File: config.mk
export PLATFORM = sky130hd
export DESIGN_NAME = cla_seq_ctrl
export DESIGN_NICKNAME = d
export VERILOG_FILES = /design/src/rtl/alu_pkg.sv /design/src/rtl/cla4_slice.sv /design/src/rtl/cla_seq_ctrl.sv
export SDC_FILE = /design/constraint.sdc
export NUM_CORES = 1
export LEC_CHECK = 0
export ABC_CLOCK_PERIOD_IN_PS = 5200
export CAP_MARGIN = 5
export CORE_ASPECT_RATIO = 0.6
export CORE_MARGIN = 5
export CORE_UTILIZATION = 46
export CTS_BUF_LIST = sky130_fd_sc_hd__clkbuf_2 sky130_fd_sc_hd__clkbuf_4 sky130_fd_sc_hd__clkbuf_8
export CTS_CLUSTER_SIZE = 28
export DETAILED_ROUTE_END_ITERATION = 7
export PLACE_DENSITY = 0.84
export SLEW_MARGIN = 20
export SYNTH_ARGS = -nofsm -noshare
export SYNTH_HDL_FRONTEND = slang
export SYNTH_SLANG_ARGS = --single-unit
File: constraint.sdc
create_clock -name clk -period 5.2 [get_ports clk]
set_input_delay 1.56 -clock clk [delete_from_list [all_inputs] [get_ports clk]]
set_output_delay 1.56 -clock clk [all_outputs]
set_load 0.05 [all_outputs]
File: src/rtl/alu_pkg.sv
// rtl/alu_pkg.sv - shared state encodings and nibble width for the sequential adder
package alu_pkg;

    typedef enum logic [1:0] {
        ST_IDLE = 2'b00,
        ST_BUSY = 2'b01,
        ST_DONE = 2'b10
    } state_t;

    localparam int NIB_W = 4;

endpackage

File: src/rtl/cla4_slice.sv
// rtl/cla4_slice.sv - 4-bit carry-lookahead nibble adder exposing c3 and carry-out
module cla4_slice
    import alu_pkg::*;
(
    input  logic [NIB_W-1:0] i_a,
    input  logic [NIB_W-1:0] i_b,
    input  logic             i_ci,
    output logic [NIB_W-1:0] o_sum,
    output logic             o_c3,
    output logic             o_co
);

    logic [NIB_W-1:0] w_g;
    logic [NIB_W-1:0] w_p;
    logic             w_c1;
    logic             w_c2;

    assign w_g = i_a & i_b;
    assign w_p = i_a ^ i_b;

    // o_c3 is the carry into bit 3; with o_co it yields signed overflow.
    assign w_c1 = w_g[0] | (w_p[0] & i_ci);
    assign w_c2 = w_g[1] | (w_p[1] & w_g[0]) | (w_p[1] & w_p[0] & i_ci);
    assign o_c3 = w_g[2] | (w_p[2] & w_g[1]) | (w_p[2] & w_p[1] & w_g[0])
                | (w_p[2] & w_p[1] & w_p[0] & i_ci);
    assign o_co = w_g[3] | (w_p[3] & w_g[2]) | (w_p[3] & w_p[2] & w_g[1])
                | (w_p[3] & w_p[2] & w_p[1] & w_g[0])
                | (w_p[3] & w_p[2] & w_p[1] & w_p[0] & i_ci);

    assign o_sum = w_p ^ {o_c3, w_c2, w_c1, i_ci};

endmodule

File: src/rtl/cla_seq_ctrl.sv
// rtl/cla_seq_ctrl.sv - nibble-serial add/subtract sequencer with start/busy/done handshake
module cla_seq_ctrl
    import alu_pkg::*;
#(
    parameter int WIDTH = 32
) (
    input  logic             clk,
    input  logic             reset_n,
    input  logic             start,
    input  logic             op_sub,
    input  logic [WIDTH-1:0] a,
    input  logic [WIDTH-1:0] b,
    input  logic             ci,
    output logic             busy,
    output logic             done,
    output logic [WIDTH-1:0] s,
    output logic             co,
    output logic             ovf
);

    localparam int NIB   = WIDTH / NIB_W;
    localparam int CNT_W = (NIB > 1) ? $clog2(NIB) : 1;

    state_t           r_state;
    state_t           w_next;
    logic [CNT_W-1:0] r_cnt;
    logic [WIDTH-1:0] r_a;
    logic [WIDTH-1:0] r_b;
    logic [WIDTH-1:0] r_s;
    logic             r_carry;
    logic             r_co;
    logic             r_ovf;

    logic             w_accept;
    logic             w_last;
    logic [NIB_W-1:0] w_a_nib;
    logic [NIB_W-1:0] w_b_nib;
    logic [NIB_W-1:0] w_sum;
    logic             w_c3;
    logic             w_co;

    assign w_a_nib = r_a[{r_cnt, 2'b00} +: NIB_W];
    assign w_b_nib = r_b[{r_cnt, 2'b00} +: NIB_W];
    assign w_last  = (r_cnt == CNT_W'(NIB - 1));

    cla4_slice u_slice (
        .i_a   (w_a_nib),
        .i_b   (w_b_nib),
        .i_ci  (r_carry),
        .o_sum (w_sum),
        .o_c3  (w_c3),
        .o_co  (w_co)
    );

    always_ff @(posedge clk or negedge reset_n) begin
        if (!reset_n) begin
            r_state <= ST_IDLE;
        end else begin
            r_state <= w_next;
        end
    end

    always_comb begin
        w_next   = r_state;
        w_accept = 1'b0;
        busy     = 1'b0;
        done     = 1'b0;
        case (r_state)
            ST_IDLE: begin
                if (start) begin
                    w_accept = 1'b1;
                    w_next   = ST_BUSY;
                end
            end
            ST_BUSY: begin
                busy = 1'b1;
                if (w_last) begin
                    w_next = ST_DONE;
                end
            end
            ST_DONE: begin
                done = 1'b1;
                if (start) begin
                    w_accept = 1'b1;
                    w_next   = ST_BUSY;
                end else begin
                    w_next = ST_IDLE;
                end
            end
            default: w_next = ST_IDLE;
        endcase
    end

    // Subtract is a + ~b + 1, so the inversion and forced carry happen at capture.
    always_ff @(posedge clk or negedge reset_n) begin
        if (!reset_n) begin
            r_cnt   <= '0;
            r_a     <= '0;
            r_b     <= '0;
            r_s     <= '0;
            r_carry <= 1'b0;
            r_co    <= 1'b0;
            r_ovf   <= 1'b0;
        end else if (w_accept) begin
            r_a     <= a;
            r_b     <= op_sub ? ~b : b;
            r_carry <= op_sub | ci;
            r_cnt   <= '0;
            r_s     <= '0;
            r_co    <= 1'b0;
            r_ovf   <= 1'b0;
        end else if (r_state == ST_BUSY) begin
            r_s[{r_cnt, 2'b00} +: NIB_W] <= w_sum;
            r_carry <= w_co;
            r_cnt   <= r_cnt + CNT_W'(1);
            if (w_last) begin
                r_co  <= w_co;
                r_ovf <= w_c3 ^ w_co;
            end
        end
    end

    assign s   = r_s;
    assign co  = r_co;
    assign ovf = r_ovf;

endmodule

==> impl_results.html, run 1 <==
<table>
<tr><th>Metric</th><th>Value</th></tr>
<tr><th colspan="2">Floorplan</th></tr>
<tr><td>Overall die height</td><td>91.5 um</td></tr>
<tr><td>Total Die Area</td><td>13300 um^2</td></tr>
<tr><td>Row cnt</td><td>29</td></tr>
<tr><td>I/O pin cnt</td><td>105</td></tr>
<tr><td>Die boundary width</td><td>146 um</td></tr>
<tr><td>Core area</td><td>10700 um^2</td></tr>
<tr><td>Initial core utilization</td><td>0.476</td></tr>
<tr><th colspan="2">Timing</th></tr>
<tr><td>RSZ-0062 raised after global routing</td><td>no</td></tr>
<tr><td>Worst slew margin relative to its limit</td><td>0.289</td></tr>
<tr><td>Fraction of the cycle the final worst path needs</td><td>0.709</td></tr>
<tr><td>Actual transition at the worst max-transition pin</td><td>1.07 ns</td></tr>
<tr><td>Final TNS setup</td><td>0 ns</td></tr>
<tr><td>Number of pins with negative max-slew slack in the final report</td><td>0</td></tr>
<tr><td>Final min period</td><td>3.69 ns</td></tr>
<tr><td>Hold Violations, Final</td><td>0</td></tr>
<tr><td>Final setup viols</td><td>0</td></tr>
<tr><td>Post-Route Skew</td><td>0.00804 ns</td></tr>
<tr><td>Upper clock frequency limit</td><td>271 MHz</td></tr>
<tr><th colspan="2">Power and ir drop</th></tr>
<tr><td>Logic pwr share</td><td>0.539</td></tr>
<tr><td>Final Power</td><td>4.36 mW</td></tr>
<tr><td>Pwr/cell area</td><td>682 nW/um^2</td></tr>
<tr><td>Design internal power</td><td>2.35 mW</td></tr>
<tr><td>Part of the power in the clock network</td><td>0.125</td></tr>
<tr><td>Switch share</td><td>0.461</td></tr>
<tr><td>Leakage</td><td>2.91 nW</td></tr>
<tr><td>Reg power frac</td><td>0.336</td></tr>
<tr><td>Peak supply drop</td><td>0.356 mV</td></tr>
<tr><td>Sw power</td><td>2.01 mW</td></tr>
<tr><th colspan="2">Setup path</th></tr>
<tr><td>Count of buffering cells on the critical path with inverters included</td><td>1</td></tr>
<tr><td>CP max stage cell</td><td>dfrtp_1</td></tr>
<tr><td>Startpoint Class</td><td>flip-flop</td></tr>
<tr><td>Required time worst endpoint</td><td>5.42 ns</td></tr>
<tr><td>Worst Setup End Kind</td><td>flip-flop</td></tr>
<tr><td>Class of the most critical setup path</td><td>reg -&gt; reg</td></tr>
<tr><td>Top delay family on crit path</td><td>flip-flops</td></tr>
<tr><td>Largest fanout of any net on the critical path</td><td>24</td></tr>
<tr><td>Maximum single-stage delay on the critical path</td><td>1.06 ns</td></tr>
<tr><td>Critical path, cell by cell</td><td>buf_4, mux4_2, nand2_1, nand2_1, ha_1, o21ai_0, o21bai_1, xnor2_1, o21ai_0</td></tr>
<tr><td>Arrival time of the worst setup path</td><td>3.91 ns</td></tr>
<tr><th colspan="2">Logic synthesis</th></tr>
<tr><td>Sequential fraction of the synthesis area</td><td>0.511</td></tr>
<tr><td>Most used flip-flop cell after synthesis</td><td>dfrtp_1</td></tr>
<tr><td>Register bit total from synthesis</td><td>104</td></tr>
<tr><td>Post-synthesis average cell area</td><td>9.87 um^2</td></tr>
<tr><td>Number of synthesis warnings</td><td>0</td></tr>
<tr><td>FFs w/ async S/R, synth</td><td>1.00</td></tr>
<tr><td>Netlist area before placement</td><td>5090 um^2</td></tr>
<tr><td>Synth Instances</td><td>516</td></tr>
<tr><td>Post-synth EDFFs</td><td>0</td></tr>
<tr><td>Number of distinct standard cells referenced by the synthesized netlist</td><td>42</td></tr>
<tr><td>Mapped Nets</td><td>598</td></tr>
<tr><th colspan="2">Drt</th></tr>
<tr><td>Remaining routing DRC violations</td><td>0</td></tr>
<tr><td>Via count</td><td>3991</td></tr>
<tr><td>Antenna-violating nets left</td><td>0</td></tr>
<tr><td>Number of optimization iterations in the first detailed-route pass</td><td>4</td></tr>
<tr><td>Avg Vias per Cell</td><td>5.36</td></tr>
<tr><td>Detail-routed net length per standard cell</td><td>16.7 um</td></tr>
<tr><td>Final routed wirelength across all metal layers</td><td>12400 um</td></tr>
<tr><td>Count of routing violations after the opening detailed-route iteration</td><td>305</td></tr>
<tr><th colspan="2">Final layout</th></tr>
<tr><td>Number of diodes</td><td>0</td></tr>
<tr><td>Fraction of layout instances using a drive strength above 1</td><td>0.0628</td></tr>
<tr><td>Synthesis-to-finish area growth</td><td>25.4%</td></tr>
<tr><td>Commonest non-fill, non-tap cell in the layout</td><td>nand2_1</td></tr>
<tr><td>Commonest cells after routing, fill and taps aside</td><td>nand2_1, dfrtp_1, clkdlybuf4s50_1, o21ai_0, xnor2_1</td></tr>
<tr><td>Net count reported at finish</td><td>683</td></tr>
<tr><td>Final Non-Filler Cells</td><td>744</td></tr>
<tr><th colspan="2">Clocking</th></tr>
<tr><td>Clock Sink Count</td><td>104</td></tr>
<tr><td>Clock tree from TritonCTS</td><td>built</td></tr>
<tr><td>Cell at the root of the clock tree</td><td>clkbuf_8</td></tr>
<tr><td>Resize count post-CTS</td><td>0</td></tr>
<tr><td>Clock slew at reported path FFs</td><td>0.09 ns</td></tr>
<tr><td>Post-CTS repair timing setup buffer count</td><td>0</td></tr>
<tr><td>Number of buffers added to fix hold violations after cts</td><td>0</td></tr>
<tr><td>Number of buffers created by CTS</td><td>9</td></tr>
<tr><td>Number of H-tree levels</td><td>3</td></tr>
<tr><td>Worst skew pair latency</td><td>0.37 ns</td></tr>
<tr><td>Buffer depth of the longest clock path</td><td>2</td></tr>
<tr><th colspan="2">Global route</th></tr>
<tr><td>Number of global-route vias before repair</td><td>4018</td></tr>
<tr><td>GR Util All Layers</td><td>0.191</td></tr>
<tr><td>GRT Residual Overflow</td><td>0</td></tr>
<tr><td>Initial antenna violation count</td><td>0</td></tr>
<tr><td>First-pass GRT wire length</td><td>20600 um</td></tr>
<tr><td>Pin count of the biggest net entering global routing</td><td>117</td></tr>
<tr><th colspan="2">Placement</th></tr>
<tr><td>Final weighted congestion of routability-driven global placement</td><td>0.877</td></tr>
<tr><td>Number of buffer cells added on primary ports</td><td>104</td></tr>
<tr><td>Detailed-placement wirelength estimate</td><td>9050 um</td></tr>
<tr><td>Placed Instances</td><td>729</td></tr>
<tr><th colspan="2">Run status</th></tr>
<tr><td>Status</td><td>finished clean</td></tr>
<tr><th colspan="2">Worst hold path</th></tr>
<tr><td>Worst min-delay path class</td><td>reg -&gt; reg</td></tr>
<tr><th colspan="2">Job</th></tr>
<tr><td>Max-Cap Viols</td><td>0</td></tr>
</table>
cell families after synthesis:
kind of cell | synth area share
XOR/XNOR | 0.0602
AND/OR/NAND/NOR | 0.187
buffers and inverters | 0.0354
adder cells (fa/ha/maj) | 0.0334
flip-flops | 0.511
multiplexers | 0.0894
AO/OA/AOI/OAI | 0.0840
layout make-up:
cell class | count | area [um^2]
Clock buffer | 12 | 146
Clock inverter | 3 | 67.6
Fill cell | 867 | 4320
Inverter | 5 | 18.8
Multi-Input combinational cell | 374 | 2320
Sequential cell | 104 | 2600
Tap cell | 139 | 174
Timing Repair Buffer | 107 | 1060
routing by layer:
metal,track usage,wire [um]
met4,0.0411,116
met2,0.283,5370
met5,0,0
met3,0.0522,890
met1,0.281,6030
power groups by stage:
stage	Combinational [mW]	Sequential (mW)	Clock [mW]
CTS	2.34	1.46	0.556
finish	2.35	1.46	0.543
detailed placement	2.33	1.48	0
floorplan	1.38	1.71	0
global placement	2.27	1.46	0
global route	2.58	1.52	0.589
synth_stat cells (all sizes together), types with 2 or more instances:
library cell | number | area share
a211oi | 2 | 0.0029
a21oi | 5 | 0.0056
a22o | 2 | 0.0034
a31oi | 2 | 0.0025
and3 | 4 | 0.0059
buf | 17 | 0.020
clkbuf | 16 | 0.012
dfrtp | 104 | 0.51
ha | 12 | 0.029
inv | 4 | 0.0029
mux2i | 8 | 0.016
mux4 | 16 | 0.074
nand2 | 175 | 0.13
nand2b | 4 | 0.0064
nand3 | 22 | 0.022
nand4 | 2 | 0.0025
nor2 | 9 | 0.0066
nor2b | 6 | 0.0074
o211ai | 2 | 0.0029
o21ai | 51 | 0.050
o22ai | 2 | 0.0025
o31ai | 4 | 0.0059
o32ai | 2 | 0.0034
xnor2 | 33 | 0.057
xor2 | 2 | 0.0034
per-stage QoR:
| stage | utilization | cell area [um^2] | hold WS [ns] | worst slack, ns |
|---|---|---|---|---|
| 2_1_floorplan | - | 5090 | 0.437 | 2.44 |
| 3_3_place_gp | 0.577 | 6170 | 0.454 | 1.62 |
| 3_5_place_dp | 0.577 | 6170 | 0.459 | 1.54 |
| 4_1_cts | 0.597 | 6390 | 0.482 | 1.51 |
| 5_1_grt | 0.597 | 6390 | 0.507 | 1.18 |
| 6_report | 0.597 | 6390 | 0.480 | 1.51 |
state kept, by name, summed over array words and instances, names as in the netlist:
name / count
co: 1
ovf: 1
r_a: 32
r_b: 32
r_carry: 1
r_cnt: 3
r_state: 2
s: 32
worst min-delay path: cells and delay by family (launching register included):
| family | cells | cell delay (ns) |
|---|---|---|
| AO/OA/AOI/OAI | 1 | 0.06 |
| flip-flops | 1 | 0.35 |
| AND/OR/NAND/NOR | 1 | 0.04 |
final timing paths:
check | cells past startpoint | startpoint | to | slack, ns
min in group asynchronous | 1 | reset_n | r_b[22]$_DFFE_PN0P_ | 1.32
setup reg to reg | 9 | r_cnt[0]$_DFFE_PN0P_ | s[19]$_DFFE_PN0P_ | 1.51
setup / recovery | 9 | r_cnt[0]$_DFFE_PN0P_ | s[19]$_DFFE_PN0P_ | 1.51
hold / removal | 2 | r_b[3]$_DFFE_PN0P_ | r_b[3]$_DFFE_PN0P_ | 0.48
hold reg to reg | 2 | r_b[3]$_DFFE_PN0P_ | r_b[3]$_DFFE_PN0P_ | 0.48
max in group asynchronous | 2 | reset_n | r_a[11]$_DFFE_PN0P_ | 2.92
Note: power is estimated with default switching activity, not from simulation.
==> run 2, diff against run 1 <==
Settings changed: ABC_CLOCK_PERIOD_IN_PS 5200 to 3650.
Clock period 5.2 ns to 3.65 ns, I/O delays scaled along.
==> impl_results.html, run 2 (synthesis gave the netlist of run 1 again) <==
<table>
<tr><th>Metric</th><th>Value</th></tr>
<tr><th colspan="2">Run status</th></tr>
<tr><td>Status</td><td>finished clean (unchanged)</td></tr>
<tr><th colspan="2">Clocking</th></tr>
<tr><td>Clock slew at reported path FFs</td><td>0.10 ns (was 0.09 ns)</td></tr>
<tr><td>Cell at the root of the clock tree</td><td>clkbuf_8 (unchanged)</td></tr>
<tr><td>Clock Sink Count</td><td>104 (unchanged)</td></tr>
<tr><td>Post-CTS repair timing setup buffer count</td><td>0 (unchanged)</td></tr>
<tr><td>Clock tree from TritonCTS</td><td>built (unchanged)</td></tr>
<tr><td>Resize count post-CTS</td><td>0 (unchanged)</td></tr>
<tr><td>Number of H-tree levels</td><td>3 (unchanged)</td></tr>
<tr><td>Worst skew pair latency</td><td>0.37 ns (about the same)</td></tr>
<tr><td>Number of buffers created by CTS</td><td>9 (unchanged)</td></tr>
<tr><td>Buffer depth of the longest clock path</td><td>2 (unchanged)</td></tr>
<tr><td>Number of buffers added to fix hold violations after cts</td><td>0 (unchanged)</td></tr>
<tr><th colspan="2">Setup path</th></tr>
<tr><td>Capturing element of the worst setup path</td><td>s[22]$_DFFE_PN0P_ (was s[19]$_DFFE_PN0P_)</td></tr>
<tr><td>Startpoint Class</td><td>flip-flop (unchanged)</td></tr>
<tr><td>Worst Setup End Kind</td><td>flip-flop (unchanged)</td></tr>
<tr><td>End of the worst register-to-register path</td><td>s[22]$_DFFE_PN0P_ (was s[19]$_DFFE_PN0P_)</td></tr>
<tr><td>Arrival time of the worst setup path</td><td>3.50 ns (was 3.91 ns)</td></tr>
<tr><td>Largest fanout of any net on the critical path</td><td>17 (was 24)</td></tr>
<tr><td>Required time worst endpoint</td><td>3.87 ns (was 5.42 ns)</td></tr>
<tr><td>Class of the most critical setup path</td><td>reg -&gt; reg (unchanged)</td></tr>
<tr><td>Worst r2r path cells</td><td>8 (was 9)</td></tr>
<tr><td>Reg-to-reg slack, setup</td><td>0.37 ns (was 1.51 ns)</td></tr>
<tr><td>Critical path startpoint</td><td>r_cnt[1]$_DFFE_PN0P_ (was r_cnt[0]$_DFFE_PN0P_)</td></tr>
<tr><td>Reg-to-reg critical path startpoint</td><td>r_cnt[1]$_DFFE_PN0P_ (was r_cnt[0]$_DFFE_PN0P_)</td></tr>
<tr><th colspan="2">Timing</th></tr>
<tr><td>Hold Violations, Final</td><td>0 (unchanged)</td></tr>
<tr><td>Post-Route Skew</td><td>0.0167 ns (was 0.00804 ns)</td></tr>
<tr><td>Upper clock frequency limit</td><td>305 MHz (was 271 MHz)</td></tr>
<tr><td>Actual transition at the worst max-transition pin</td><td>1.05 ns (was 1.07 ns)</td></tr>
<tr><td>Worst slew margin relative to its limit</td><td>0.301 (was 0.289)</td></tr>
<tr><td>Number of pins with negative max-slew slack in the final report</td><td>0 (unchanged)</td></tr>
<tr><td>Worst hold slack</td><td>0.486 ns (was 0.480 ns)</td></tr>
<tr><td>Fraction of the cycle the final worst path needs</td><td>0.898 (was 0.709)</td></tr>
<tr><td>Final min period</td><td>3.28 ns (was 3.69 ns)</td></tr>
<tr><td>RSZ-0062 raised after global routing</td><td>no (unchanged)</td></tr>
<tr><td>Final TNS setup</td><td>0 ns (unchanged)</td></tr>
<tr><td>Final setup viols</td><td>0 (unchanged)</td></tr>
<tr><th colspan="2">Final layout</th></tr>
<tr><td>Commonest cells after routing, fill and taps aside</td><td>nand2_1, dfrtp_1, clkdlybuf4s50_1, o21ai_0, xnor2_1 (unchanged)</td></tr>
<tr><td>Layout fillers</td><td>896 (was 867)</td></tr>
<tr><td>Number of diodes</td><td>0 (unchanged)</td></tr>
<tr><td>Total area of sequential cells</td><td>2600 um^2 (unchanged)</td></tr>
<tr><td>Fraction of layout instances using a drive strength above 1</td><td>0.0705 (was 0.0628)</td></tr>
<tr><td>Commonest non-fill, non-tap cell in the layout</td><td>nand2_1 (unchanged)</td></tr>
<tr><td>Multi-input logic area</td><td>2320 um^2 (unchanged)</td></tr>
<tr><td>Synthesis-to-finish area growth</td><td>25.4% (about the same)</td></tr>
<tr><td>Net count reported at finish</td><td>687 (was 683)</td></tr>
<tr><td>Design area</td><td>6390 um^2 (about the same)</td></tr>
<tr><th colspan="2">Floorplan</th></tr>
<tr><td>Overall die height</td><td>91.5 um (unchanged)</td></tr>
<tr><td>Die boundary width</td><td>146 um (unchanged)</td></tr>
<tr><td>Core area</td><td>10700 um^2 (unchanged)</td></tr>
<tr><td>Total Die Area</td><td>13300 um^2 (unchanged)</td></tr>
<tr><td>I/O pin cnt</td><td>105 (unchanged)</td></tr>
<tr><td>Initial core utilization</td><td>0.476 (unchanged)</td></tr>
<tr><td>Row cnt</td><td>29 (unchanged)</td></tr>
<tr><th colspan="2">Drt</th></tr>
<tr><td>Remaining routing DRC violations</td><td>0 (unchanged)</td></tr>
<tr><td>Antenna-violating nets left</td><td>0 (unchanged)</td></tr>
<tr><td>Number of optimization iterations in the first detailed-route pass</td><td>5 (was 4)</td></tr>
<tr><td>Count of routing violations after the opening detailed-route iteration</td><td>310 (was 305)</td></tr>
<tr><td>Detail-routed net length per standard cell</td><td>16.6 um (was 16.7 um)</td></tr>
<tr><td>Avg Vias per Cell</td><td>5.37 (was 5.36)</td></tr>
<tr><td>Final routed wirelength across all metal layers</td><td>12400 um (about the same)</td></tr>
<tr><td>Via count</td><td>4020 (was 3991)</td></tr>
<tr><th colspan="2">Worst hold path</th></tr>
<tr><td>Worst min-delay path class</td><td>reg -&gt; reg (unchanged)</td></tr>
<tr><td>Worst Hold Launch</td><td>r_b[12]$_DFFE_PN0P_ (was r_b[3]$_DFFE_PN0P_)</td></tr>
<tr><th colspan="2">Global route</th></tr>
<tr><td>Initial antenna violation count</td><td>0 (unchanged)</td></tr>
<tr><td>Number of global-route vias before repair</td><td>4006 (was 4018)</td></tr>
<tr><td>GRT Residual Overflow</td><td>0 (unchanged)</td></tr>
<tr><td>Pin count of the biggest net entering global routing</td><td>117 (unchanged)</td></tr>
<tr><td>First-pass GRT wire length</td><td>20700 um (was 20600 um)</td></tr>
<tr><td>GR Util All Layers</td><td>0.192 (was 0.191)</td></tr>
<tr><th colspan="2">Placement</th></tr>
<tr><td>Post-place instance area</td><td>6220 um^2 (was 6170 um^2)</td></tr>
<tr><td>Number of buffer cells added on primary ports</td><td>104 (unchanged)</td></tr>
<tr><td>Detailed-placement wirelength estimate</td><td>9300 um (was 9050 um)</td></tr>
<tr><td>Final weighted congestion of routability-driven global placement</td><td>0.853 (was 0.877)</td></tr>
<tr><th colspan="2">Power and ir drop</th></tr>
<tr><td>Peak supply drop</td><td>0.475 mV (was 0.356 mV)</td></tr>
<tr><td>Final Power</td><td>6.11 mW (was 4.36 mW)</td></tr>
<tr><td>Leakage</td><td>2.92 nW (was 2.91 nW)</td></tr>
<tr><td>Pwr/cell area</td><td>957 nW/um^2 (was 682 nW/um^2)</td></tr>
<tr><th colspan="2">Job</th></tr>
<tr><td>Max-Cap Viols</td><td>0 (unchanged)</td></tr>
</table>
-- run 2: worst max-delay path, stage by stage (launching register included) --
cell	delay, ns
dfrtp_1	0.86
mux4_1	0.40
nand2_1	0.09
nand2_1	0.14
ha_1	0.34
a21o_1	0.17
a21oi_1	0.27
mux2i_1	0.64
o21ai_0	0.22
-- run 2: worst min-delay path by stage --
stage          depth (start not counted)                  end  slack, ns
6_report                               2  r_b[12]$_DFFE_PN0P_       0.49
5_1_grt                                2  r_a[30]$_DFFE_PN0P_       0.50
4_1_cts                                2  r_a[18]$_DFFE_PN0P_       0.49
3_5_place_dp                           2  r_a[18]$_DFFE_PN0P_       0.47
3_3_place_gp                           2  r_a[29]$_DFFE_PN0P_       0.45
2_1_floorplan                          2   r_a[4]$_DFFE_PN0P_       0.44
-- run 2: power by group --
part	switching [mW]	internal (mW)
Clock	0.376	0.262
Combinational	2.17	1.30
Sequential	0.341	1.67
-- run 2: per-stage QoR --
step / instances / utilization / worst slack [ns]
6_report: 749 / 0.597 / 0.372
5_1_grt: 749 / 0.597 / 0.157
4_1_cts: 749 / 0.597 / 0.417
3_5_place_dp: 733 / 0.581 / 0.429
3_3_place_gp: 733 / 0.581 / 0.607
2_1_floorplan: 516 / - / 0.887
-- run 2: layer usage --
metal / vias to the layer above / part of all wire / GRT usage
met2: 177 / 0.43 / 0.281
met3: 17 / 0.087 / 0.0542
li1: 1904 / - / -
met4: 0 / 0.011 / 0.0458
met1: 1922 / 0.47 / 0.282
met5: - / 0 / 0
-- run 2: layout make-up --
class / count / share of cell area
flip-flops and latches: 104 / 0.407
multi-input cells: 374 / 0.363
repair buffers: 111 / 0.172
well taps: 139 / 0.0272
clock buffers: 11 / 0.0217
clock inverters: 5 / 0.00529
inverters: 5 / 0.00294
==> run 3, diff against run 2 <==
Settings changed: SLEW_MARGIN 20 to unset, SYNTH_HIERARCHICAL set to 1.
==> impl_results.html, run 3 <==
<table>
<tr><th>Metric</th><th>Value</th></tr>
<tr><th colspan="2">Run status</th></tr>
<tr><td>Status</td><td>finished clean (unchanged)</td></tr>
<tr><th colspan="2">Placement</th></tr>
<tr><td>Number of buffer cells added on primary ports</td><td>104 (unchanged)</td></tr>
<tr><td>Final weighted congestion of routability-driven global placement</td><td>0.827 (was 0.853)</td></tr>
<tr><td>Detailed-placement wirelength estimate</td><td>9240 um (was 9300 um)</td></tr>
<tr><th colspan="2">Logic synthesis</th></tr>
<tr><td>Mapped Nets</td><td>564 (was 598)</td></tr>
<tr><td>Number of synthesis warnings</td><td>6 (was 0)</td></tr>
<tr><td>Post-synthesis average cell area</td><td>10.7 um^2 (was 9.87 um^2)</td></tr>
<tr><td>Register bit total from synthesis</td><td>104 (unchanged)</td></tr>
<tr><td>Commonest cells post-synth</td><td>nand2_1, dfrtp_1, o21ai_0 (unchanged)</td></tr>
<tr><td>Share of the synthesized area in the top cell type</td><td>0.503 (was 0.511)</td></tr>
<tr><td>Leading cell types by total area after synthesis</td><td>dfrtp_1, nand2_1, xnor2_1 (unchanged)</td></tr>
<tr><td>Netlist area before placement</td><td>5180 um^2 (was 5090 um^2)</td></tr>
<tr><td>FFs w/ async S/R, synth</td><td>1.00 (unchanged)</td></tr>
<tr><td>Most used standard cell by instance count after synthesis</td><td>nand2_1 (unchanged)</td></tr>
<tr><td>Post-synth EDFFs</td><td>0 (unchanged)</td></tr>
<tr><td>Synth Instances</td><td>482 (was 516)</td></tr>
<tr><td>Cell taking the most area after synthesis</td><td>dfrtp_1 (unchanged)</td></tr>
<tr><td>Most used flip-flop cell after synthesis</td><td>dfrtp_1 (unchanged)</td></tr>
<tr><td>Sequential fraction of the synthesis area</td><td>0.503 (was 0.511)</td></tr>
<tr><td>Number of distinct standard cells referenced by the synthesized netlist</td><td>45 (was 42)</td></tr>
<tr><th colspan="2">Timing</th></tr>
<tr><td>Actual transition at the worst max-transition pin</td><td>0.890 ns (was 1.05 ns)</td></tr>
<tr><td>Final setup viols</td><td>0 (unchanged)</td></tr>
<tr><td>Hold Violations, Final</td><td>0 (unchanged)</td></tr>
<tr><td>Number of pins with negative max-slew slack in the final report</td><td>0 (unchanged)</td></tr>
<tr><td>Final TNS setup</td><td>0 ns (unchanged)</td></tr>
<tr><td>Worst slew margin relative to its limit</td><td>0.407 (was 0.301)</td></tr>
<tr><td>Fraction of the cycle the final worst path needs</td><td>0.906 (was 0.898)</td></tr>
<tr><td>Post-Route Skew</td><td>0.00905 ns (was 0.0167 ns)</td></tr>
<tr><td>Final min period</td><td>3.31 ns (was 3.28 ns)</td></tr>
<tr><td>RSZ-0062 raised after global routing</td><td>no (unchanged)</td></tr>
<tr><td>Upper clock frequency limit</td><td>303 MHz (was 305 MHz)</td></tr>
<tr><th colspan="2">Final layout</th></tr>
<tr><td>Synthesis-to-finish area growth</td><td>25.2% (was 25.4%)</td></tr>
<tr><td>Number of diodes</td><td>0 (unchanged)</td></tr>
<tr><td>Commonest cells after routing, fill and taps aside</td><td>nand2_1, dfrtp_1, clkdlybuf4s50_1, o21ai_0, xnor2_1 (unchanged)</td></tr>
<tr><td>Final standard cell utilization of the core</td><td>0.582 (was 0.597)</td></tr>
<tr><td>Fraction of layout instances using a drive strength above 1</td><td>0.0843 (was 0.0705)</td></tr>
<tr><td>Net count reported at finish</td><td>658 (was 687)</td></tr>
<tr><td>Commonest non-fill, non-tap cell in the layout</td><td>nand2_1 (unchanged)</td></tr>
<tr><th colspan="2">Floorplan</th></tr>
<tr><td>Row cnt</td><td>30 (was 29)</td></tr>
<tr><td>Total Die Area</td><td>13500 um^2 (was 13300 um^2)</td></tr>
<tr><td>Initial core utilization</td><td>0.464 (was 0.476)</td></tr>
<tr><td>Overall die height</td><td>92.2 um (was 91.5 um)</td></tr>
<tr><td>I/O pin cnt</td><td>105 (unchanged)</td></tr>
<tr><td>Core area</td><td>11100 um^2 (was 10700 um^2)</td></tr>
<tr><td>Die boundary width</td><td>147 um (was 146 um)</td></tr>
<tr><th colspan="2">Power and ir drop</th></tr>
<tr><td>Peak supply drop</td><td>0.746 mV (was 0.475 mV)</td></tr>
<tr><td>Pwr/cell area</td><td>1050 nW/um^2 (was 957 nW/um^2)</td></tr>
<tr><td>Leakage</td><td>2.95 nW (was 2.92 nW)</td></tr>
<tr><th colspan="2">Drt</th></tr>
<tr><td>Via count</td><td>3929 (was 4020)</td></tr>
<tr><td>Avg Vias per Cell</td><td>5.42 (was 5.37)</td></tr>
<tr><td>Detail-routed net length per standard cell</td><td>16.7 um (was 16.6 um)</td></tr>
<tr><td>Antenna-violating nets left</td><td>0 (unchanged)</td></tr>
<tr><td>Remaining routing DRC violations</td><td>0 (unchanged)</td></tr>
<tr><td>Final routed wirelength across all metal layers</td><td>12100 um (was 12400 um)</td></tr>
<tr><td>Count of routing violations after the opening detailed-route iteration</td><td>282 (was 310)</td></tr>
<tr><td>Number of optimization iterations in the first detailed-route pass</td><td>4 (was 5)</td></tr>
<tr><th colspan="2">Clocking</th></tr>
<tr><td>Number of buffers created by CTS</td><td>9 (unchanged)</td></tr>
<tr><td>Post-CTS repair timing setup buffer count</td><td>0 (unchanged)</td></tr>
<tr><td>Clock slew at reported path FFs</td><td>0.09 ns (was 0.10 ns)</td></tr>
<tr><td>Cell at the root of the clock tree</td><td>clkbuf_8 (unchanged)</td></tr>
<tr><td>Buffer depth of the longest clock path</td><td>2 (unchanged)</td></tr>
<tr><td>Clock Sink Count</td><td>104 (unchanged)</td></tr>
<tr><td>Worst skew pair latency</td><td>0.37 ns (about the same)</td></tr>
<tr><td>Number of H-tree levels</td><td>3 (unchanged)</td></tr>
<tr><td>Resize count post-CTS</td><td>0 (unchanged)</td></tr>
<tr><td>Number of buffers added to fix hold violations after cts</td><td>0 (unchanged)</td></tr>
<tr><td>Clock tree from TritonCTS</td><td>built (unchanged)</td></tr>
<tr><th colspan="2">Worst hold path</th></tr>
<tr><td>Worst Hold Launch</td><td>r_a[22]$_DFFE_PN0N_ (was r_b[12]$_DFFE_PN0P_)</td></tr>
<tr><td>Worst min-delay path class</td><td>reg -&gt; reg (unchanged)</td></tr>
<tr><th colspan="2">Setup path</th></tr>
<tr><td>Critical path startpoint</td><td>r_cnt[1]$_DFFE_PN0P_ (unchanged)</td></tr>
<tr><td>Required time worst endpoint</td><td>3.91 ns (was 3.87 ns)</td></tr>
<tr><td>Largest fanout of any net on the critical path</td><td>15 (was 17)</td></tr>
<tr><td>Class of the most critical setup path</td><td>reg -&gt; reg (unchanged)</td></tr>
<tr><td>Worst Setup End Kind</td><td>flip-flop (unchanged)</td></tr>
<tr><td>Startpoint Class</td><td>flip-flop (unchanged)</td></tr>
<tr><td>Reg-to-reg critical path startpoint</td><td>r_cnt[1]$_DFFE_PN0P_ (unchanged)</td></tr>
<tr><td>Arrival time of the worst setup path</td><td>3.56 ns (was 3.50 ns)</td></tr>
<tr><th colspan="2">Job</th></tr>
<tr><td>Max-Cap Viols</td><td>0 (unchanged)</td></tr>
<tr><th colspan="2">Global route</th></tr>
<tr><td>Pin count of the biggest net entering global routing</td><td>80 (was 117)</td></tr>
<tr><td>Initial antenna violation count</td><td>0 (unchanged)</td></tr>
<tr><td>First-pass GRT wire length</td><td>20100 um (was 20700 um)</td></tr>
<tr><td>Number of global-route vias before repair</td><td>4049 (was 4006)</td></tr>
<tr><td>GRT Residual Overflow</td><td>0 (unchanged)</td></tr>
<tr><td>GR Util All Layers</td><td>0.184 (was 0.192)</td></tr>
</table>
-- run 3: changes by cell type after synthesis, moves of 6 or more --
cell	delta
o21ai_0	-15
a31oi_2	+6
inv_1	+6
buf_2	+7
clkbuf_1	-8
nand3_1	-20
nand2_1	-41
mux4_2	-11
mux2i_1	+12
a32o_1	+22
a221oi_1	+8
nor2_1	+6
-- run 3: layout make-up --
| type | count | area (um^2) |
|---|---|---|
| Clock buffer | 12 | 153 |
| Multi-Input combinational cell | 335 | 2360 |
| Inverter | 12 | 45.0 |
| Sequential cell | 104 | 2600 |
| Tap cell | 144 | 180 |
| Clock inverter | 4 | 20.0 |
| Timing Repair Buffer | 114 | 1120 |
| Fill cell | 935 | 4660 |
-- run 3: path summary, 6_finish.rpt --
check / to / slack (ns) / cells past startpoint
min reg2reg: r_a[22]$_DFFE_PN0N_ / 0.48 / 2
max reg2reg: s[18]$_DFFE_PN0P_ / 0.34 / 10
min: r_a[22]$_DFFE_PN0N_ / 0.48 / 2
max: s[18]$_DFFE_PN0P_ / 0.34 / 10
max in group asynchronous: r_b[14]$_DFFE_PN0N_ / 2.19 / 2
min in group asynchronous: r_a[10]$_DFFE_PN0N_ / 0.74 / 1
-- run 3: metal layers --
metal	part of all wire	up-vias	GRT usage
li1	-	1869	-
met1	0.47	1937	0.258
met2	0.46	119	0.284
met3	0.068	4	0.0563
met4	0.0034	0	0.0395
met5	0	-	0
-- run 3: critical path: stages, from the launching register on --
cell and delay [ns]:
dfrtp_1 0.74, inv_1 0.18, nor2_1 0.49, a221oi_1 0.23, ha_1 0.34, a211oi_2 0.30
nor2_1 0.11, xor2_1 0.15, buf_4 0.19, inv_1 0.07, o41ai_1 0.38
-- run 3: cells by family (layout without fill, tap and decap cells) --
family | count (synthesis) | after routing | synth area share
compound gates | 90 | 90 | 0.137
xor+xnor | 36 | 36 | 0.0609
fa+ha+maj | 13 | 13 | 0.0329
buf+inv | 43 | 142 | 0.0440
flops | 104 | 104 | 0.503
mux | 28 | 28 | 0.0785
simple gates | 168 | 168 | 0.144
-- run 3: stage by stage --
stage / hold WS, ns / setup WS (ns) / power (mW) / instances / cell area [um^2]
floorplan: 0.437 / 0.807 / 4.77 / 482 / 5180
global placement: 0.459 / 0.679 / 5.91 / 709 / 6310
detailed placement: 0.460 / 0.392 / 6.13 / 709 / 6310
CTS: 0.483 / 0.341 / 6.78 / 725 / 6480
global route: 0.505 / 0.106 / 7.20 / 725 / 6480
finish: 0.478 / 0.344 / 6.78 / 725 / 6480
-- run 3: where the power goes --
part / switching (mW) / internal (mW) / total [mW]
sequential: 0.361 / 1.66 / 2.03
clock: 0.370 / 0.278 / 0.648
combinational: 2.56 / 1.55 / 4.11
total: 3.29 / 3.49 / 6.78
==> patch 1 (settings of run 3) <==
Add an input register stage for `start`, `op_sub`, `a`, `b` and `ci`; this delays them by one clock.
--- a/src/rtl/cla_seq_ctrl.sv
+++ b/src/rtl/cla_seq_ctrl.sv
@@ -22,2 +22,16 @@
     localparam int CNT_W = (NIB > 1) ? $clog2(NIB) : 1;
+
+    logic start_q;
+    logic op_sub_q;
+    logic [WIDTH-1:0] a_q;
+    logic [WIDTH-1:0] b_q;
+    logic ci_q;
+
+    always_ff @(posedge clk) begin
+        start_q  <= start;
+        op_sub_q <= op_sub;
+        a_q      <= a;
+        b_q      <= b;
+        ci_q     <= ci;
+    end
 
@@ -69,3 +83,3 @@
             ST_IDLE: begin
-                if (start) begin
+                if (start_q) begin
                     w_accept = 1'b1;
@@ -82,3 +96,3 @@
                 done = 1'b1;
-                if (start) begin
+                if (start_q) begin
                     w_accept = 1'b1;
@@ -104,5 +118,5 @@
         end else if (w_accept) begin
-            r_a     <= a;
-            r_b     <= op_sub ? ~b : b;
-            r_carry <= op_sub | ci;
+            r_a     <= a_q;
+            r_b     <= op_sub_q ? ~b_q : b_q;
+            r_carry <= op_sub_q | ci_q;
             r_cnt   <= '0;
Formal check against the unedited RTL: not equivalent (a bounded check fails within 4 cycles, from zero or initial values and one cycle with reset_n low).
==> patch 1 against run 3 <==
  * Worst setup slack worse by 0.18 ns
  * Design area is 27% higher
  * Area after synthesis is 29% higher
  * Sequential cell count is 67 higher
  * First-iteration DRC count is 27% higher
  * Fmax is 5.2% lower
  * Power is 12% higher
  * Count of clock-buffer cells in the layout is 6 higher
  * Wire length is 16% higher
  * Global-route usage is 0.82 points lower
==> patch 1: results (changes against run 3) <==
| Metric | Value |
|---|---|
| Run status | complete, no violations |
| Worst Hold Class | reg2reg |
| Synth cell count leaders | 192 x nand2_1, 104 x dfrtp_1, 67 x dfxtp_1 |
| Max Clk Rate | 0.2869 GHz (-5.2%) |
| Number of buffers created by CTS | 17 (+8) |
| H-tree depth | 4 (+1) |
| Area after DPL | 7834 sq um (+24%) |
| Initial antenna violation count | 0 (unchanged) |
| Max Used Layer | met4 |
| DP Worst Slack | 0.2943 ns (-0.09818 ns) |
| IR drop worst, VDD | 501.2 uV (-33%) |
| WL final | 14,090 um (+16%) |
| Reg2reg setup slack | 0.23 ns (-0.11 ns) |
| Drt first-iter violations | 358 (+27%) |
| Skew final | 0.01454 ns (+0.005490 ns) |
| GP Congestion | 0.8356 (+1.1%) |
| Critical Path Fanout Max | 9 (-6) |
| DR vias/cell | 4.910 (-9.4%) |
| First-pass GRT wire length | 23,190 um (+15%) |
| Crit path DAT | 2.39 ns (-1.17 ns) |
| Met3 wire length | 976 um (+18%) |
| Met1 wire length | 6730 um (+19%) |
| Final layout net count | 764 (+16%) |
| Syn. warnings | 6 (unchanged) |
| Diode count | 0 (unchanged) |
| Vias in the first global route | 4,597 (+14%) |
| Met2 Wirelength | 6306 um (+13%) |
| Top FF cell, synth | dfrtp_1 |
| Largest net degree at the start of global routing | 114 (+43%) |
| Synth Net Count | 669 (+19%) |
| Fin Hold WS | 0.4175 ns (-0.06101 ns) |
| Avg Synthesized Cell Area | 11.35 sq um (+5.6%) |
| Finished Core Util | 57.24% (-0.92 points) |
| Leak | 3.747 nW (+27%) |
| Non-filler cells, final | 893 (+23%) |
| Gr usage total | 17.59% (-0.82 points) |
| Post-DP HPWL | 10,270 um (+11%) |
| CTS max path bufs | 2 (unchanged) |
| Register-to-Register Path Depth | 9 (-1) |
| Fillers | 1,137 (+22%) |
| Slew @ Worst Pin | 1.109 ns (+0.2184 ns) |
| Post-CTS Setup Bufs | 0 (unchanged) |
| Yosys cell types | 37 (-18%) |
| Sequential cell area fraction in the yosys report | 59.20% (+8.9 points) |
| Layout cells sized above 1 | 10.50% (+2.1 points) |
| Worst-path clk slew | 0.09 ns (about the same) |
| Cell total after placement | 861 (+21%) |
| Latest clock arrival within the worst-skew pair | 0.46 ns (+0.09 ns) |
| Hold Crit Depth | 2 (unchanged) |
| Synth area leaders | dfrtp_1 39%, dfxtp_1 20%, nand2_1 11% |
| TritonRoute pass-1 iters | 5 (+1) |
| Async set-or-reset flop fraction in the synthesized netlist | 60.82% (-39 points) |
## patch 1: path summary, 6_finish.rpt
path / start / end
min in group asynchronous: reset_n / s[21]$_DFFE_PN0P_
hold reg to reg: a_q[27]$_DFF_P_ / r_a[27]$_DFFE_PN0P_
setup / recovery: r_state[1]$_DFFE_PN0P_ / busy
setup reg to reg: r_cnt[0]$_DFFE_PN0P_ / s[14]$_DFFE_PN0P_
hold / removal: a_q[27]$_DFF_P_ / r_a[27]$_DFFE_PN0P_
max in group asynchronous: reset_n / r_b[17]$_DFFE_PN0P_
## patch 1: cells by family after synthesis
kind of cell | count (synthesis) | synth area share, %
AND/OR/NAND/NOR | 229 | 16.17
flip-flops | 171 | 59.20
multiplexers | 48 | 10.22
buffers and inverters | 46 | 3.231
AO/OA/AOI/OAI | 44 | 3.888
XOR/XNOR | 36 | 4.733
adder cells (fa/ha/maj) | 13 | 2.554
## patch 1: report_power, final
part,internal [mW],leakage (nW),switching [mW]
Clock,0.507,0.189,0.739
Sequential,2.42,1.91,0.473
Combinational,1.38,1.65,2.11
## patch 1: critical path, cell delays in order (launching register included)
cell,delay (ns)
dfrtp_1,0.42
nand2b_1,0.40
inv_4,0.26
clkdlybuf4s50_1,0.85
## patch 1: area by class of cell
cell class                 instances  share of cell area [%]
inverter                          13                  0.6252
timing repair buffer             109                   13.11
multi-input combinational        370                   30.62
clock buffer                      18                   2.943
sequential                       171                   48.09
clock inverter                    14                   1.586
tap                              198                   3.019
## patch 1: layer usage
metal / global-route usage, % / vias to the layer above
met5: 0 / -
met4: 4.373 / 0
met3: 5.545 / 11
met2: 27.19 / 113
met1: 24.54 / 2137
li1: - / 2124
==> patch 2 (flow settings as in run 3) <==
Made on the original files. `NIB_W`: 4 -> 8.
--- a/src/rtl/alu_pkg.sv
+++ b/src/rtl/alu_pkg.sv
@@ -9,3 +9,3 @@
 
-    localparam int NIB_W = 4;
+    localparam int NIB_W = 8;
 
Formal check against the unedited RTL: not equivalent (Yosys sat finds a counterexample within 4 cycles, from zero or initial values and one cycle with reset_n low).
==> patch 2 against run 3 <==
  * Worst setup slack improved by 0.15 ns
  * Area after synthesis decreased by 19%
  * Sequential share of layout area down 2.0 points
  * Power decreased by 24%
  * Wire length down 21%
  * Design area decreased by 20%
  * Hold slack hardly changed
  * Highest routed layer unchanged
  * Combinational power down 24%
  * Count of clock-buffer cells in the layout down 3
  * Sequential cell count shrank 25
  * Die area fell by 18%
==> patch 2: results (changes against run 3) <==
| Metric | Value |
|---|---|
| Fillers | 726 (-22%) |
| Critical Path Slowest Stage Cell | clkdlybuf4s50_1 |
| Layout cells sized above 1 | 9.188% (+0.75 points) |
| CP top delay family | buffers and inverters |
| GP Congestion | 0.7985 (-3.4%) |
| Post-DP HPWL | 6931 um (-25%) |
| Final layout net count | 545 (-17%) |
| Tot Pwr | 5.183 mW (-24%) |
| DR vias/cell | 5.516 (+1.8%) |
| First-pass GRT wire length | 16,220 um (-19%) |
| Cell total after placement | 566 (-20%) |
| Final WS setup | 0.4900 ns (+0.1455 ns) |
| Combinational power | 3.13 mW (-24%) |
| WL final | 9593 um (-21%) |
| Hold_sp | r_b[18]$_DFFE_PN0P_ |
| Gr usage total | 18.30% (-0.11 points) |
| Reg2reg setup slack | 0.53 ns (+0.19 ns) |
| Psw | 2.506 mW (-24%) |
| Leak | 2.345 nW (-20%) |
| Register-to-Register Path Depth | 7 (-3) |
| Worst setup path endpoint | busy |
| Fin Hold WS | 0.4787 ns (+0.0001830 ns) |
| WHS Endpoint | r_b[18]$_DFFE_PN0P_ |
| DP Worst Slack | 0.5206 ns (+0.1281 ns) |
| Synth Net Count | 475 (-16%) |
| Yosys cell types | 38 (-16%) |
| Number of port buffers | 80 (-23%) |
| Skew final | 0.009995 ns (+0.0009494 ns) |
| Run status | complete, no violations |
| Worst reg2reg endpoint | s[3]$_DFFE_PN0P_ |
| Met3 wire length | 813 um (-1.6%) |
| Vias in the first global route | 3,177 (-22%) |
-- patch 2: cell count changes in the layout (fill, tap and decap cells not counted), sizes merged, moves of 13 or more --
cell / delta
nand3: +13
nor2: -13
clkdlybuf4s50: -23
dfrtp: -25
nand2: -37
a32o: -22
-- patch 2: logic make-up (layout without fill, tap and decap cells) --
logic type,Yosys count,count (layout),share of synthesized area (%)
multiplexers,35,35,13.16
flip-flops,79,79,47.26
adder cells (fa/ha/maj),11,11,3.470
AND/OR/NAND/NOR,146,146,16.09
XOR/XNOR,28,28,5.863
AO/OA/AOI/OAI,59,59,9.692
buffers and inverters,37,110,4.457
-- patch 2: layout make-up --
cell class	count	area share (%)
clock buffers	9	2.390
clock inverters	5	0.5310
inverters	10	0.7241
repair buffers	86	16.51
well taps	112	2.703
flip-flops and latches	79	38.14
multi-input cells	279	39.01
